$ cat config.mk
export PLATFORM = sky130hd
export DESIGN_NAME = spi_master_gen
export DESIGN_NICKNAME = d
export VERILOG_FILES = /design/src/rtl/spi_master_gen.sv
export SDC_FILE = /design/constraint.sdc
export NUM_CORES = 1
export LEC_CHECK = 0
export ABC_AREA = 1
export CAP_MARGIN = 30
export CORE_AREA = 2 2 71 73
export CTS_CLUSTER_SIZE = 12
export DETAILED_ROUTE_END_ITERATION = 6
export DIE_AREA = 0 0 73 75
export PLACE_DENSITY = 0.72
export SYNTH_ARGS = -nofsm -noshare
export SYNTH_HDL_FRONTEND = slang
export SYNTH_SLANG_ARGS = --single-unit
$ cat constraint.sdc
create_clock -name clk -period 2.35 [get_ports clk]
set_input_delay 0.47 -clock clk [delete_from_list [all_inputs] [get_ports clk]]
set_output_delay 0.47 -clock clk [all_outputs]
set_load 0.02 [all_outputs]
$ cat src/rtl/spi_master_gen.sv
// SPI master with parameterised word width, divider, shift order and slave count.
// Mode {CPOL,CPHA} and target slave are latched per transfer; all outputs are registered.
module spi_master_gen #(
    parameter int DATA_WIDTH = 8,
    parameter int NUM_SLAVES = 3,
    parameter int SS_WIDTH   = 2,
    parameter int CLK_DIV    = 1,
    parameter int LSB_FIRST  = 1
) (
    input  logic                  clk,
    input  logic                  Reset,
    input  logic                  Start,
    input  logic [SS_WIDTH-1:0]   SlaveSelect,
    input  logic [1:0]            Mode,
    input  logic [DATA_WIDTH-1:0] DataToSlave,
    output logic [DATA_WIDTH-1:0] DataReceived,
    output logic                  Busy,
    output logic                  Done,
    output logic                  Err,
    output logic                  Sclk,
    output logic [NUM_SLAVES-1:0] Cs,
    output logic                  Mosi,
    input  logic                  Miso
);

    localparam int HPW = $clog2(2 * DATA_WIDTH);
    localparam logic [7:0]       DIV_LAST = 8'(CLK_DIV - 1);
    localparam logic [HPW-1:0]   HP_LAST  = HPW'(2 * DATA_WIDTH - 1);
    localparam logic [HPW-1:0]   HP_NOADV = HPW'(2 * DATA_WIDTH - 2);
    localparam logic [SS_WIDTH:0] NSL     = (SS_WIDTH + 1)'(NUM_SLAVES);

    typedef enum logic [2:0] {IDLE, LEAD, SHIFT, TRAIL, DONE} state_t;

    state_t                state_q;
    logic [7:0]            div_q;
    logic [HPW-1:0]        hp_q;
    logic                  cpol_q, cpha_q;
    logic [DATA_WIDTH-1:0] tx_q, rx_q, rdata_q;
    logic [NUM_SLAVES-1:0] cs_q, cs_sel_d;
    logic                  sclk_q, mosi_q, busy_q, done_q, err_q;
    logic                  sel_ok_d, div_wrap_d;

    function automatic logic out_bit(input logic [DATA_WIDTH-1:0] v);
        return (LSB_FIRST != 0) ? v[0] : v[DATA_WIDTH-1];
    endfunction

    function automatic logic [DATA_WIDTH-1:0] shift_tx(input logic [DATA_WIDTH-1:0] v);
        return (LSB_FIRST != 0) ? (v >> 1) : (v << 1);
    endfunction

    // First sampled bit ends up in bit 0 (LSB-first) or bit DATA_WIDTH-1 (MSB-first).
    function automatic logic [DATA_WIDTH-1:0] shift_rx(input logic [DATA_WIDTH-1:0] v,
                                                       input logic b);
        return (LSB_FIRST != 0) ? {b, v[DATA_WIDTH-1:1]} : {v[DATA_WIDTH-2:0], b};
    endfunction

    assign sel_ok_d   = ({1'b0, SlaveSelect} < NSL);
    assign div_wrap_d = (div_q == DIV_LAST);

    always_comb begin
        cs_sel_d = '1;
        for (int i = 0; i < NUM_SLAVES; i++) begin
            if (SlaveSelect == SS_WIDTH'(i)) cs_sel_d[i] = 1'b0;
        end
    end

    always_ff @(posedge clk) begin
        if (Reset) begin
            state_q <= IDLE;
            div_q   <= '0;
            hp_q    <= '0;
            cs_q    <= '1;
            sclk_q  <= 1'b0;
            mosi_q  <= 1'b0;
            busy_q  <= 1'b0;
            done_q  <= 1'b0;
            err_q   <= 1'b0;
            rdata_q <= '0;
            cpol_q  <= 1'b0;
            cpha_q  <= 1'b0;
        end else begin
            done_q <= 1'b0;
            err_q  <= 1'b0;
            case (state_q)
                IDLE: begin
                    if (Start) begin
                        if (sel_ok_d) begin
                            state_q <= LEAD;
                            div_q   <= '0;
                            hp_q    <= '0;
                            cs_q    <= cs_sel_d;
                            cpol_q  <= Mode[1];
                            cpha_q  <= Mode[0];
                            sclk_q  <= Mode[1];
                            tx_q    <= DataToSlave;
                            mosi_q  <= out_bit(DataToSlave);
                            busy_q  <= 1'b1;
                        end else begin
                            err_q <= 1'b1;
                        end
                    end
                end
                LEAD: begin
                    if (div_wrap_d) begin
                        div_q   <= '0;
                        state_q <= SHIFT;
                        sclk_q  <= ~cpol_q;
                        if (!cpha_q) rx_q <= shift_rx(rx_q, Miso);
                    end else begin
                        div_q <= div_q + 8'd1;
                    end
                end
                SHIFT: begin
                    if (div_wrap_d) begin
                        div_q <= '0;
                        if (hp_q == HP_LAST) begin
                            state_q <= TRAIL;
                            sclk_q  <= cpol_q;
                        end else begin
                            hp_q   <= hp_q + 1'b1;
                            sclk_q <= ~sclk_q;
                            // odd hp_q means the next half-period starts with a leading edge
                            if (hp_q[0]) begin
                                if (cpha_q) begin
                                    tx_q   <= shift_tx(tx_q);
                                    mosi_q <= out_bit(shift_tx(tx_q));
                                end else begin
                                    rx_q <= shift_rx(rx_q, Miso);
                                end
                            end else begin
                                if (cpha_q) begin
                                    rx_q <= shift_rx(rx_q, Miso);
                                end else if (hp_q != HP_NOADV) begin
                                    tx_q   <= shift_tx(tx_q);
                                    mosi_q <= out_bit(shift_tx(tx_q));
                                end
                            end
                        end
                    end else begin
                        div_q <= div_q + 8'd1;
                    end
                end
                TRAIL: begin
                    if (div_wrap_d) begin
                        div_q   <= '0;
                        state_q <= DONE;
                        cs_q    <= '1;
                        done_q  <= 1'b1;
                        rdata_q <= rx_q;
                    end else begin
                        div_q <= div_q + 8'd1;
                    end
                end
                DONE: begin
                    state_q <= IDLE;
                    busy_q  <= 1'b0;
                end
                default: state_q <= IDLE;
            endcase
        end
    end

    assign DataReceived = rdata_q;
    assign Busy         = busy_q;
    assign Done         = done_q;
    assign Err          = err_q;
    assign Sclk         = sclk_q;
    assign Cs           = cs_q;
    assign Mosi         = mosi_q;

endmodule

## Yosys cells after proc, flatten, opt, wreduce, memory -nomap -nowiden

Index checks and enable logic that the tools add are counted.

- Bits in latches: 0
- Bits in read-only memories: 0
- Bits of input ports: 16
- Output and inout port bits: 16
- Memories: 0
- Register bits: 49
- RAM bits: 0
- Word-level logic and storage cells: 124

- Add/sub/neg operators: 2
- Reductions and logical operators: 23
- Shift operators: 0
- Bitwise gates (word level): 6
- Divide/modulo/power cells: 0
- Magnitude comparators: 1
- Equality and inequality tests: 19
- Mux-type cells: 59
- Multiply operators: 0

Operators with widths:

| kind | number |
|---|---|
| $mux W8 | 17 |
| $pmux W8 S2 | 3 |
| $mux W3 | 9 |
| $mux W1 | 20 |
| $mux W4 | 4 |
| $ne A2 B2 Y1 const B | 7 |
| $ne A3 B3 Y1 const B | 4 |
| $pmux W3 S4 | 1 |
| $reduce_and A6 Y1 | 2 |
| $reduce_and A5 Y1 | 2 |
| $reduce_bool A2 Y1 | 5 |
| $reduce_and A3 Y1 | 3 |
| $reduce_and A9 Y1 | 1 |
| $add A8 B1 Y8 const B | 1 |
| $logic_not A8 Y1 | 1 |
| $pmux W4 S2 | 1 |
| $reduce_and A8 Y1 | 1 |
| $eq A3 B2 Y1 const B | 2 |
| $not A1 Y1 | 6 |
| $pmux W3 S2 | 1 |
| $reduce_or A3 Y1 | 2 |
| $add A4 B1 Y4 const B | 1 |
| $eq A4 B4 Y1 const B | 1 |
| $ne A4 B4 Y1 const B | 1 |
| other kinds (13) | 14 |

## Longest topological paths before layout

Gate-level depths: netlist of run 1.

- Word-level depth: 7
- Gate-level depth with buffers: 11
- Mapped depth without buffers: 11

## Worst setup path after synthesis of run 1

No wires, ideal clock.

- Path kind: register to register
- Start: register div_q[0]
- End: register rx_q[0], enable pin
- Arrival: 1.540 ns
- Path buffers: 0
- Slack: 0.427 ns
- Library setup time: 0.383 ns
- Clock period less this slack: 1.923 ns
- Stages on the path, launching flop included: 9
- Data required time: 1.967 ns
- Path through: dfxtp_1 inv_1 ha_1 nand2_1 nor2_1 nand2_1 nand2_1 o21ai_0 nor3_1

- Cells in the longest elaborated chain, start to end: 3
- Elaborated cells between the ends (all ways): 4

Ends and longest elaborated chain:

| what | line | RTL |
|---|---|---|
| start, declared | 35 | `logic [7:0] div_q;` |
| start signal, assigned | 110 | `div_q <= div_q + 8'd1;` |
| start signal, assigned | 140 | `div_q <= div_q + 8'd1;` |
| start signal, assigned | 151 | `div_q <= div_q + 8'd1;` |
| $logic_not A8 Y1 * | 58 | `assign div_wrap_d = (div_q == DIV_LAST);` |
| $ne A2 B2 Y1 (no source line) | -- |  |
| $reduce_and A6 Y1 (no source line) * | -- |  |
| end signal, assigned | 108 | `if (!cpha_q) rx_q <= shift_rx(rx_q, Miso);` |
| end signal, assigned | 128 | `rx_q <= shift_rx(rx_q, Miso);` |
| end signal, assigned | 132 | `rx_q <= shift_rx(rx_q, Miso);` |
| end, declared | 38 | `logic [DATA_WIDTH-1:0] tx_q, rx_q, rdata_q;` |

Every way passes the cells marked *; elsewhere a longest branch is shown, timed or not.
A chain may end at the register's enable or synchronous reset.

## Final worst setup path of run 1

- Start: input SlaveSelect[1]
- End: register tx_q[4], enable pin

- Cells in the longest elaborated chain, start to end: 3

Ends and longest elaborated chain:

| what | line | RTL |
|---|---|---|
| start, declared | 13 | `input logic [SS_WIDTH-1:0] SlaveSelect,` |
| $lt A2 B2 Y1 | 57 | `assign sel_ok_d = ({1'b0, SlaveSelect} < NSL);` |
| $ne A2 B2 Y1 (no source line) | -- |  |
| $reduce_and A9 Y1 (no source line) | -- |  |
| end signal, assigned | 95 | `tx_q <= DataToSlave;` |
| end signal, assigned | 125 | `tx_q <= shift_tx(tx_q);` |
| end signal, assigned | 134 | `tx_q <= shift_tx(tx_q);` |
| end, declared | 38 |  |

No other way between the ends.

==> reports/metrics.yaml, run 1 <==
h-tree-depth: 2
grt_antenna_before_repair: 0
tightest_slew_ns: 0.352
numPortBuffers: 31
period_minus_slack_ns: 1.84
cp_data_required_time_ns: 2.36
wirelength_um: 4700
total_power_mw: 2.86
ys_types: 24
grt_pass1_vias: 1841
synth_area_leaders: "dfxtp_1 29%, edfxtp_1 20%, nand2_1 12%"
worstSetupPathType: "primary input to register"
grt_max_degree: 21
hold_viol_final: 0
setup-violations-final: 0
yosysTopAreaCell: "dfxtp_1"
clkTransAtPathRegs_ns: 0.09
initial_utilization: 0.487
drive_above_1_share: 0.0896
rsz0062_at_grt: "false"
postLayoutCellArea_um2: 2760
grt_pass1_wl_um: 7930
drc: 0
path_delay_family: "buffers and inverters"
die_h_um: 75
ir_drop_mv: 0.495
cts.sinks: 48
drt_iter0_drc: 79
syn_inst: 298
crit_chain: "clkdlybuf4s50_1, nand2_1, nand2_1, inv_1, nor2_4, nor2_4, nand3_1, nor2_1, buf_4"
fin_nets: 354
cts_tree: "built"
top_level_ports: 32
finalCritPeriodShare: 0.781
critPathMaxStageDelay_ns: 0.46
p_per_area_nw_per_um2: 1040
cp_num_buf_inv: 3
fin_ws_ns: 0.515
vias: 1947
cts_hold_buf: 0
ys_seq_elements: 48
fin_skew_ns: 0.00740
slew_headroom: 0.765
static-leakage-power_nw: 1.18
start_kind: "primary input"
dpl_cell_area_um2: 2640
drt-pass1-iter-count: 4
clk_latency_ns: 0.30
cp_max_fo: 7
track_usage: 0.187
pre_cts_slack_ns: 0.193
wl_per_cell_um: 12.1
synth-seq-area-share: 0.490
fmax_mhz: 545
syn-mean-instance-area_um2: 7.61
cts_buffers: 5
hpwl_um: 3430
dieArea_um2: 5480
num_rows: 25
syn_nets: 318
ant_nets: 0
globalplace.congestion: 0.867
grt.overflow.total: 0
crit_arrival_ns: 1.85
maxSlewViolCount: 0
cts-root-buf: "clkbuf_8"
coreArea_um2: 4660
fin_setup_tns_ns: 0
cp_slowest_cell: "clkdlybuf4s50_1"
cts_resized: 0
antenna_cells: 0
routed_via_density: 5.01
cts_setup_buffers: 0
cts_buffer_depth: 2
synth_area_um2: 2270
status: "finished clean"
synth_top_cell_area_share: 0.291
min-delay-path-class: "register to register"
endpoint_kind: "register"
drv_cap: 0
whs_ns: 0.478
die_x_um: 73
yosys_warnings: 0
area_growth_pct: 21.6
-- cell type report --
cell class | count | area [um2]
multi-input combinational | 212 | 997
clock inverter | 3 | 46.3
timing repair buffer | 37 | 355
fill | 421 | 1900
sequential | 48 | 1110
tap | 54 | 67.6
clock buffer | 5 | 68.8
inverter | 30 | 113
-- power by group --
part / internal, mW / switching, mW
Sequential: 1.08 / 0.105
Clock: 0.321 / 0.286
Combinational: 0.401 / 0.668
-- final timing paths --
path	cells after the start	start	slack [ns]	end
worst max-delay path	9	SlaveSelect[1]	0.51	tx_q[4]
worst min-delay path	2	Busy	0.48	Busy
worst max register to register	9	div_q[0]	0.54	rx_q[3]
worst min register to register	2	Busy	0.48	Busy
-- state kept, by name, indices dropped and copies added, names as in the netlist --
signal and flops:
div_q 8, DataReceived 8, Busy 1, rx_q 8
Sclk 1, Cs 3, state_q 3, Done 1
Mosi 1, tx_q 7, cpol_q 1, hp_q 4
Err 1, cpha_q 1
-- cells by family after synthesis --
family / Yosys count / synth area share
compound gates: 46 / 0.104
xor+xnor: 2 / 0.00772
fa+ha+maj: 4 / 0.0221
buf+inv: 38 / 0.0706
flops: 48 / 0.490
mux: 2 / 0.00993
simple gates: 158 / 0.296
-- placed cells by master (no fill, tap or decap) --
| cell | instances |
|---|---|
| nand4_1 | 2 |
| clkdlybuf4s50_1 | 31 |
| ha_1 | 4 |
| nand3_1 | 25 |
| nor3_1 | 8 |
| o21ai_0 | 19 |
| inv_2 | 5 |
| edfxtp_1 | 15 |
| nor2_2 | 3 |
| a21oi_1 | 23 |
| o21ai_1 | 2 |
| bufinv_16 | 1 |
| clkinvlp_4 | 1 |
| nor2_1 | 42 |
| o31ai_1 | 2 |
| mux2_2 | 2 |
| nand2_1 | 72 |
| buf_4 | 6 |
| inv_6 | 1 |
| nand2_2 | 4 |
| xnor2_1 | 1 |
| inv_1 | 25 |
| xor2_1 | 1 |
| nor2_4 | 2 |
| clkbuf_8 | 5 |
| dfxtp_1 | 33 |
-- routing by layer --
layer	vias up	track usage	share of wire
met1	888	0.235	0.47
li1	1033	-	-
met4	0	0.0761	0.011
met5	-	0	0
met3	5	0.0321	0.029
met2	21	0.319	0.49
-- cell usage after synthesis --
| cell type | n |
|---|---|
| xnor2_1 | 1 |
| nor2_1 | 42 |
| nand2_2 | 4 |
| xor2_1 | 1 |
| inv_2 | 5 |
| nand3_1 | 25 |
| dfxtp_1 | 33 |
| a21oi_1 | 23 |
| mux2_2 | 2 |
| o21ai_1 | 2 |
| ha_1 | 4 |
| edfxtp_1 | 15 |
| o21ai_0 | 19 |
| nand4_1 | 2 |
| clkbuf_1 | 3 |
| o31ai_1 | 2 |
| inv_1 | 25 |
| nor2_2 | 3 |
| buf_4 | 2 |
| buf_2 | 2 |
| nor2_4 | 2 |
| nand2_1 | 72 |
| nor3_1 | 8 |
| buf_6 | 1 |
-- tightest hold or removal path: cells and delay by family, from the launching register on --
family	cells	cell delay, ns
flip-flops	1	0.32
AO/OA/AOI/OAI	1	0.05
AND/OR/NAND/NOR	1	0.06
-- metrics by stage --
| stage | util | cells |
|---|---|---|
| after detailed placement | 0.567 | 381 |
| after floorplan | - | 298 |
| after CTS | 0.592 | 389 |
| final | 0.592 | 389 |
| after global placement | 0.567 | 381 |
| after global routing | 0.592 | 389 |
Power figures use the tool's default switching activity.
==> run 2: changes to the inputs <==
Settings changed: CORE_AREA 2 2 71 73 to 2 2 72 74, DIE_AREA 0 0 73 75 to 0 0 74 76, PLACE_DENSITY 0.72 to 0.73.
Clock period 2.35 ns to 1.65 ns, I/O delays scaled along.
==> run 2 against run 1 <==
Sequential power is 43% higher. Highest routed layer unchanged. Routed wire length grew 4.7%. Flip-flop and latch count is the same. Largest power group is now combinational cells. Critical path type is now register to register.
==> reports/metrics.yaml, run 2 (same netlist as run 1, synthesis figures left out) <==
status: "finished clean"
swShare: 0.373  # +0.00274
rsz0062_at_grt: "true"
cts.sinks: 48  # unchanged
drive_above_1_share: 0.207  # +0.118
dieArea_um2: 5620  # +2.7%
grt.overflow.total: 0  # unchanged
r2r_cells: 9  # unchanged
static-leakage-power_nw: 1.33  # +12%
wl_per_cell_um: 11.4  # -5.7%
worstSetupPathType: "register to register"
ant_nets: 0  # unchanged
path_delay_family: "simple AND/OR/NAND/NOR gates"
globalplace.congestion: 0.897  # +3.4%
grt_pass1_wl_um: 8480  # +7.0%
cts_buffer_depth: 2  # unchanged
whs_ns: 0.478  # +0.000206 ns
final_cell_mix: "69 x nand2_1, 39 x nor2_1, 32 x buf_4, 30 x clkdlybuf4s50_1, 29 x dfxtp_1"
area_growth_pct: 34.0
fin_skew_ns: 0.00622  # -0.00118 ns
coreArea_um2: 4910  # +5.4%
clockPowerShare: 0.177  # -0.035
tightest_slew_ns: 0.345  # -0.00660 ns
cts-root-buf: "clkbuf_8"
drt_iter0_drc: 173  # +120%
fmax_mhz: 629
crit_arrival_ns: 1.62  # -0.23 ns
initial_utilization: 0.462  # -0.0249
power.switching_mw: 1.57  # +48%
top_level_ports: 32  # unchanged
die_x_um: 74  # +1.4%
postLayoutCellArea_um2: 3040  # +10%
slew_headroom: 0.767  # +0.00222
die_h_um: 76  # +1.3%
use_met1: 0.253  # +0.0174
cp_data_required_time_ns: 1.68  # -0.68 ns
num_rows: 26  # +4.0%
vias: 2064  # +6.0%
clk_latency_ns: 0.30  # about the same
hpwl_um: 3650  # +6.4%
grt_pass1_vias: 1972  # +7.1%
reg2reg_from: "div_q[1]"
hold_viol_final: 0  # unchanged
maxSlewViolCount: 0  # unchanged
layout.cells.most_common: "nand2_1"
ir_drop_mv: 0.754  # +52%
endpoint_kind: "register"
cts_hold_buf: 0  # unchanged
clkTransAtPathRegs_ns: 0.09  # about the same
cp_slowest_cell: "dfxtp_1"
min_from: "Busy"
internal-power_mw: 2.63  # +46%
wirelength_um: 4920  # +4.7%
cp_num_buf_inv: 2  # -1
drv_cap: 0  # unchanged
drt-pass1-iter-count: 4  # unchanged
fin_ws_ns: 0.0608  # -0.454 ns
period_minus_slack_ns: 1.59
startpoint: "div_q[1]"
numPortBuffers: 31  # unchanged
routed_via_density: 4.78  # -4.5%
setup-violations-final: 0  # unchanged
met3_usage: 0.0437  # +0.0115
antenna_cells: 0  # unchanged
grtUsageMet2: 0.300  # -0.0193
min-delay-path-class: "register to register"
cts_buffers: 5  # unchanged
path_depth: 9  # unchanged
p_per_area_nw_per_um2: 1380  # +33%
dpl_cell_area_um2: 2880  # +8.8%
finalCritPeriodShare: 0.963
critPathMaxStageDelay_ns: 0.33  # -0.13 ns
worstHoldPathCells: 2  # unchanged
crit_chain: "inv_2, ha_4, nand2_2, nor2_2, nand2_2, nand2_2, o21ai_2, nor3_4, buf_12"
fin_cells: 432  # +11%
track_usage: 0.189  # +0.00265
grt_busiest_layer: "met2"
register_area_um2: 1120  # +0.68%
pre_cts_slack_ns: -0.200  # -0.392 ns
crit_top_cell: "nand2_2"
dp_cells: 422  # +11%
start_kind: "register"
cts_tree: "built"
grt_max_degree: 21  # unchanged
h-tree-depth: 2  # unchanged
cp_max_fo: 8  # +1
drc: 0  # unchanged
sequentialPowerShare: 0.403  # -0.010
fin_nets: 381  # +7.6%
grt_antenna_before_repair: 0  # unchanged
fin_util: 0.619  # +0.0268
combPwrFrac: 0.420  # +0.046
fillers: 428  # +1.7%
multi_input_area_um2: 1050  # +5.4%
[run 2: timing repair]
action / in CTS / in global routing
pin swaps: 1 / 4
gates resized for setup: 1 / 18
setup endpoints to repair: 8 / 35
setup buffers: 0 / 2
[run 2: power by group through the flow]
stage	Sequential, mW	Clock, mW	Combinational [mW]
floorplan	1.79	0	0.994
global placement	1.70	0	1.71
detailed placement	1.70	0	1.75
CTS	1.68	0.750	1.76
global route	1.72	0.808	1.97
finish	1.69	0.742	1.76
[run 2: final cells by class]
type                            instances  area share
Multi-Input combinational cell        212       0.346
Timing Repair Buffer                   64       0.189
Inverter                               30      0.0371
Tap cell                               70      0.0288
Sequential cell                        48       0.368
Clock inverter                          2     0.00453
Clock buffer                            6      0.0272
[run 2: tightest hold or removal path, stage by stage (launching register included)]
cell and delay, ns:
dfxtp_1 0.32, nand2_1 0.07, a21oi_1 0.05
[run 2: through the flow]
step	total power, mW	TNS (ns)
6_report	4.19	0
5_1_grt	4.50	-0.188
4_1_cts	4.19	0
3_5_place_dp	3.45	-2.70
3_3_place_gp	3.41	-2.15
2_1_floorplan	2.79	0
[run 2: path summary, 6_finish.rpt]
kind | to | slack [ns]
worst max-delay path | rx_q[3] | 0.06
worst min-delay path | Busy | 0.48
worst max register to register | rx_q[3] | 0.06
worst min register to register | Busy | 0.48
[run 2: routing by layer]
metal,vias to the layer above,share of wire
li1,1089,-
met1,938,0.45
met2,29,0.49
met3,8,0.034
met4,0,0.019
met5,-,0
==> run 3: changes to the inputs <==
Settings changed: CORE_AREA 2 2 72 74 to 2 2 71 73, DIE_AREA 0 0 74 76 to 0 0 73 75, DONT_BUFFER_PORTS set to 1, PLACE_DENSITY 0.73 to 0.66, SLEW_MARGIN set to 20.
==> run 3 against run 2 <==
Flip-flop and latch count unchanged. Die area down 2.6%. Routed wire length increased by 1.3%. Maximum frequency is 1.4% lower. Hold slack lost 0.40 ns. Sequential share of layout area up 5.5 points. Global-route usage increased by 0.19 points. Critical path depth did not move. Clock power is 14% higher. Largest cell class unchanged.
==> reports/metrics.yaml, run 3 (same netlist as run 1, synthesis figures left out) <==
status: "finished clean"
min-delay-path-class: "primary input to register"
maxSlewViolCount: 0  # unchanged
initial_utilization: 0.487  # +0.0249
clk_latency_ns: 0.30  # about the same
tightest_slew_ns: 0.326  # -0.0190 ns
cts_hold_buf: 0  # unchanged
track_usage: 0.191  # +0.00191
p_per_area_nw_per_um2: 1550  # +12%
cts.sinks: 48  # unchanged
postLayoutCellArea_um2: 2640  # -13%
static-leakage-power_nw: 1.16  # -12%
cts_buffers: 5  # unchanged
fin_nets: 340  # -11%
globalplace.congestion: 0.890  # -0.77%
grt_max_degree: 21  # unchanged
cts_tree: "built"
swShare: 0.383  # +0.00952
worstSetupPathType: "register to register"
routed_via_density: 5.24  # +9.6%
die_x_um: 73  # -1.4%
drive_above_1_share: 0.196  # -0.0109
fin_ws_ns: 0.0388  # -0.0220 ns
setup-violations-final: 0  # unchanged
grt_antenna_before_repair: 0  # unchanged
fin_skew_ns: 0.00556  # -0.000662 ns
grt.overflow.total: 0  # unchanged
r2r_cells: 9  # unchanged
clockPowerShare: 0.207  # +0.030
drt-pass1-iter-count: 4  # unchanged
fin_setup_tns_ns: 0  # unchanged
cts-root-buf: "clkbuf_8"
final_cell_mix: "70 x nand2_1, 41 x nor2_1, 28 x dfxtp_1, 24 x nand3_1, 23 x a21oi_1"
rsz0062_at_grt: "true"
sequentialPowerShare: 0.446  # +0.043
wirelength_um: 4980  # +1.3%
worstHoldPathCells: 1  # -1
cp_data_required_time_ns: 1.68  # about the same
hpwl_um: 3600  # -1.3%
start_kind: "register"
drc: 0  # unchanged
cp_max_fo: 8  # unchanged
crit_arrival_ns: 1.64  # +0.02 ns
layout.cells.most_common: "nand2_1"
cts_buffer_depth: 2  # unchanged
slew_headroom: 0.782  # +0.0145
ir_drop_mv: 0.848  # +12%
drt_iter0_drc: 112  # -35%
total_power_mw: 4.10  # -2.3%
drv_cap: 0  # unchanged
fin_cells: 375  # -13%
vias: 1964  # -4.8%
whs_ns: 0.0781  # -0.400 ns
top_level_ports: 32  # unchanged
combPwrFrac: 0.346  # -0.074
wl_per_cell_um: 13.3  # +17%
num_rows: 25  # -3.8%
finalCritPeriodShare: 0.976  # +0.0134
dpl_cell_area_um2: 2480  # -14%
area_growth_pct: 16.5
dp_cells: 366  # -13%
antenna_cells: 0  # unchanged
grt_pass1_wl_um: 8100  # -4.5%
h-tree-depth: 2  # unchanged
internal-power_mw: 2.53  # -3.8%
numPortBuffers: 0  # -100%
fin_util: 0.567  # -0.0514
pre_cts_slack_ns: -0.0646  # +0.135 ns
die_h_um: 75  # -1.3%
period_minus_slack_ns: 1.61  # +0.0220 ns
coreArea_um2: 4660  # -5.1%
dieArea_um2: 5480  # -2.6%
endpoint_kind: "register"
clkTransAtPathRegs_ns: 0.09  # about the same
power.switching_mw: 1.57  # +0.17%
grt_pass1_vias: 1744  # -12%
hold_viol_final: 0  # unchanged
fmax_mhz: 621  # -1.4%
ant_nets: 0  # unchanged
-- run 3: changes by cell type in the layout (fill, tap and decap cells not counted), moves of 2 or more --
| cell | change |
|---|---|
| clkdlybuf4s50_1 | -30 |
| dfxtp_2 | +2 |
| nor2_1 | +2 |
| nor2_2 | -3 |
| buf_4 | -11 |
-- run 3: cell type report --
type	instances	area (um2)
clock inverter	3	42.5
timing repair buffer	23	189
fill	444	2020
sequential	48	1120
tap	54	67.6
multi-input combinational	212	1050
clock buffer	5	68.8
inverter	30	113
-- run 3: worst paths after layout --
path              startpoint         end  slack (ns)
setup / recovery    div_q[1]     rx_q[0]        0.04
hold / removal         Reset  state_q[2]        0.08
setup reg to reg    div_q[1]     rx_q[0]        0.04
hold reg to reg     div_q[7]    div_q[7]        0.48
-- run 3: metal layers --
metal	routed length [um]	vias to the layer above	global-route usage
met1	2240	909	0.248
met3	221	6	0.0495
li1	-	1016	-
met5	0	-	0
met4	64	0	0.0638
met2	2450	33	0.313
-- run 3: power by group through the flow --
stage | sequential [mW] | clock, mW | combinational [mW]
finish | 1.83 | 0.849 | 1.42
global route | 1.87 | 0.905 | 1.60
CTS | 1.82 | 0.859 | 1.41
detailed placement | 1.84 | 0 | 1.38
global placement | 1.84 | 0 | 1.36
floorplan | 1.79 | 0 | 0.994
-- run 3: critical path, cell delays in order (launching register included) --
cell	delay, ns
dfxtp_2	0.33
inv_2	0.06
ha_4	0.13
nand2_1	0.05
nor2_1	0.12
nand2_2	0.11
nand2_2	0.10
o21ai_2	0.07
nor3_4	0.22
buf_12	0.15
-- run 3: timing repair --
| action | 4_1_cts | 5_1_grt |
|---|---|---|
| setup buffers | 0 | 1 |
| pin swaps | 1 | 4 |
| setup endpoints to repair | 10 | 25 |
| gates resized for setup | 3 | 14 |
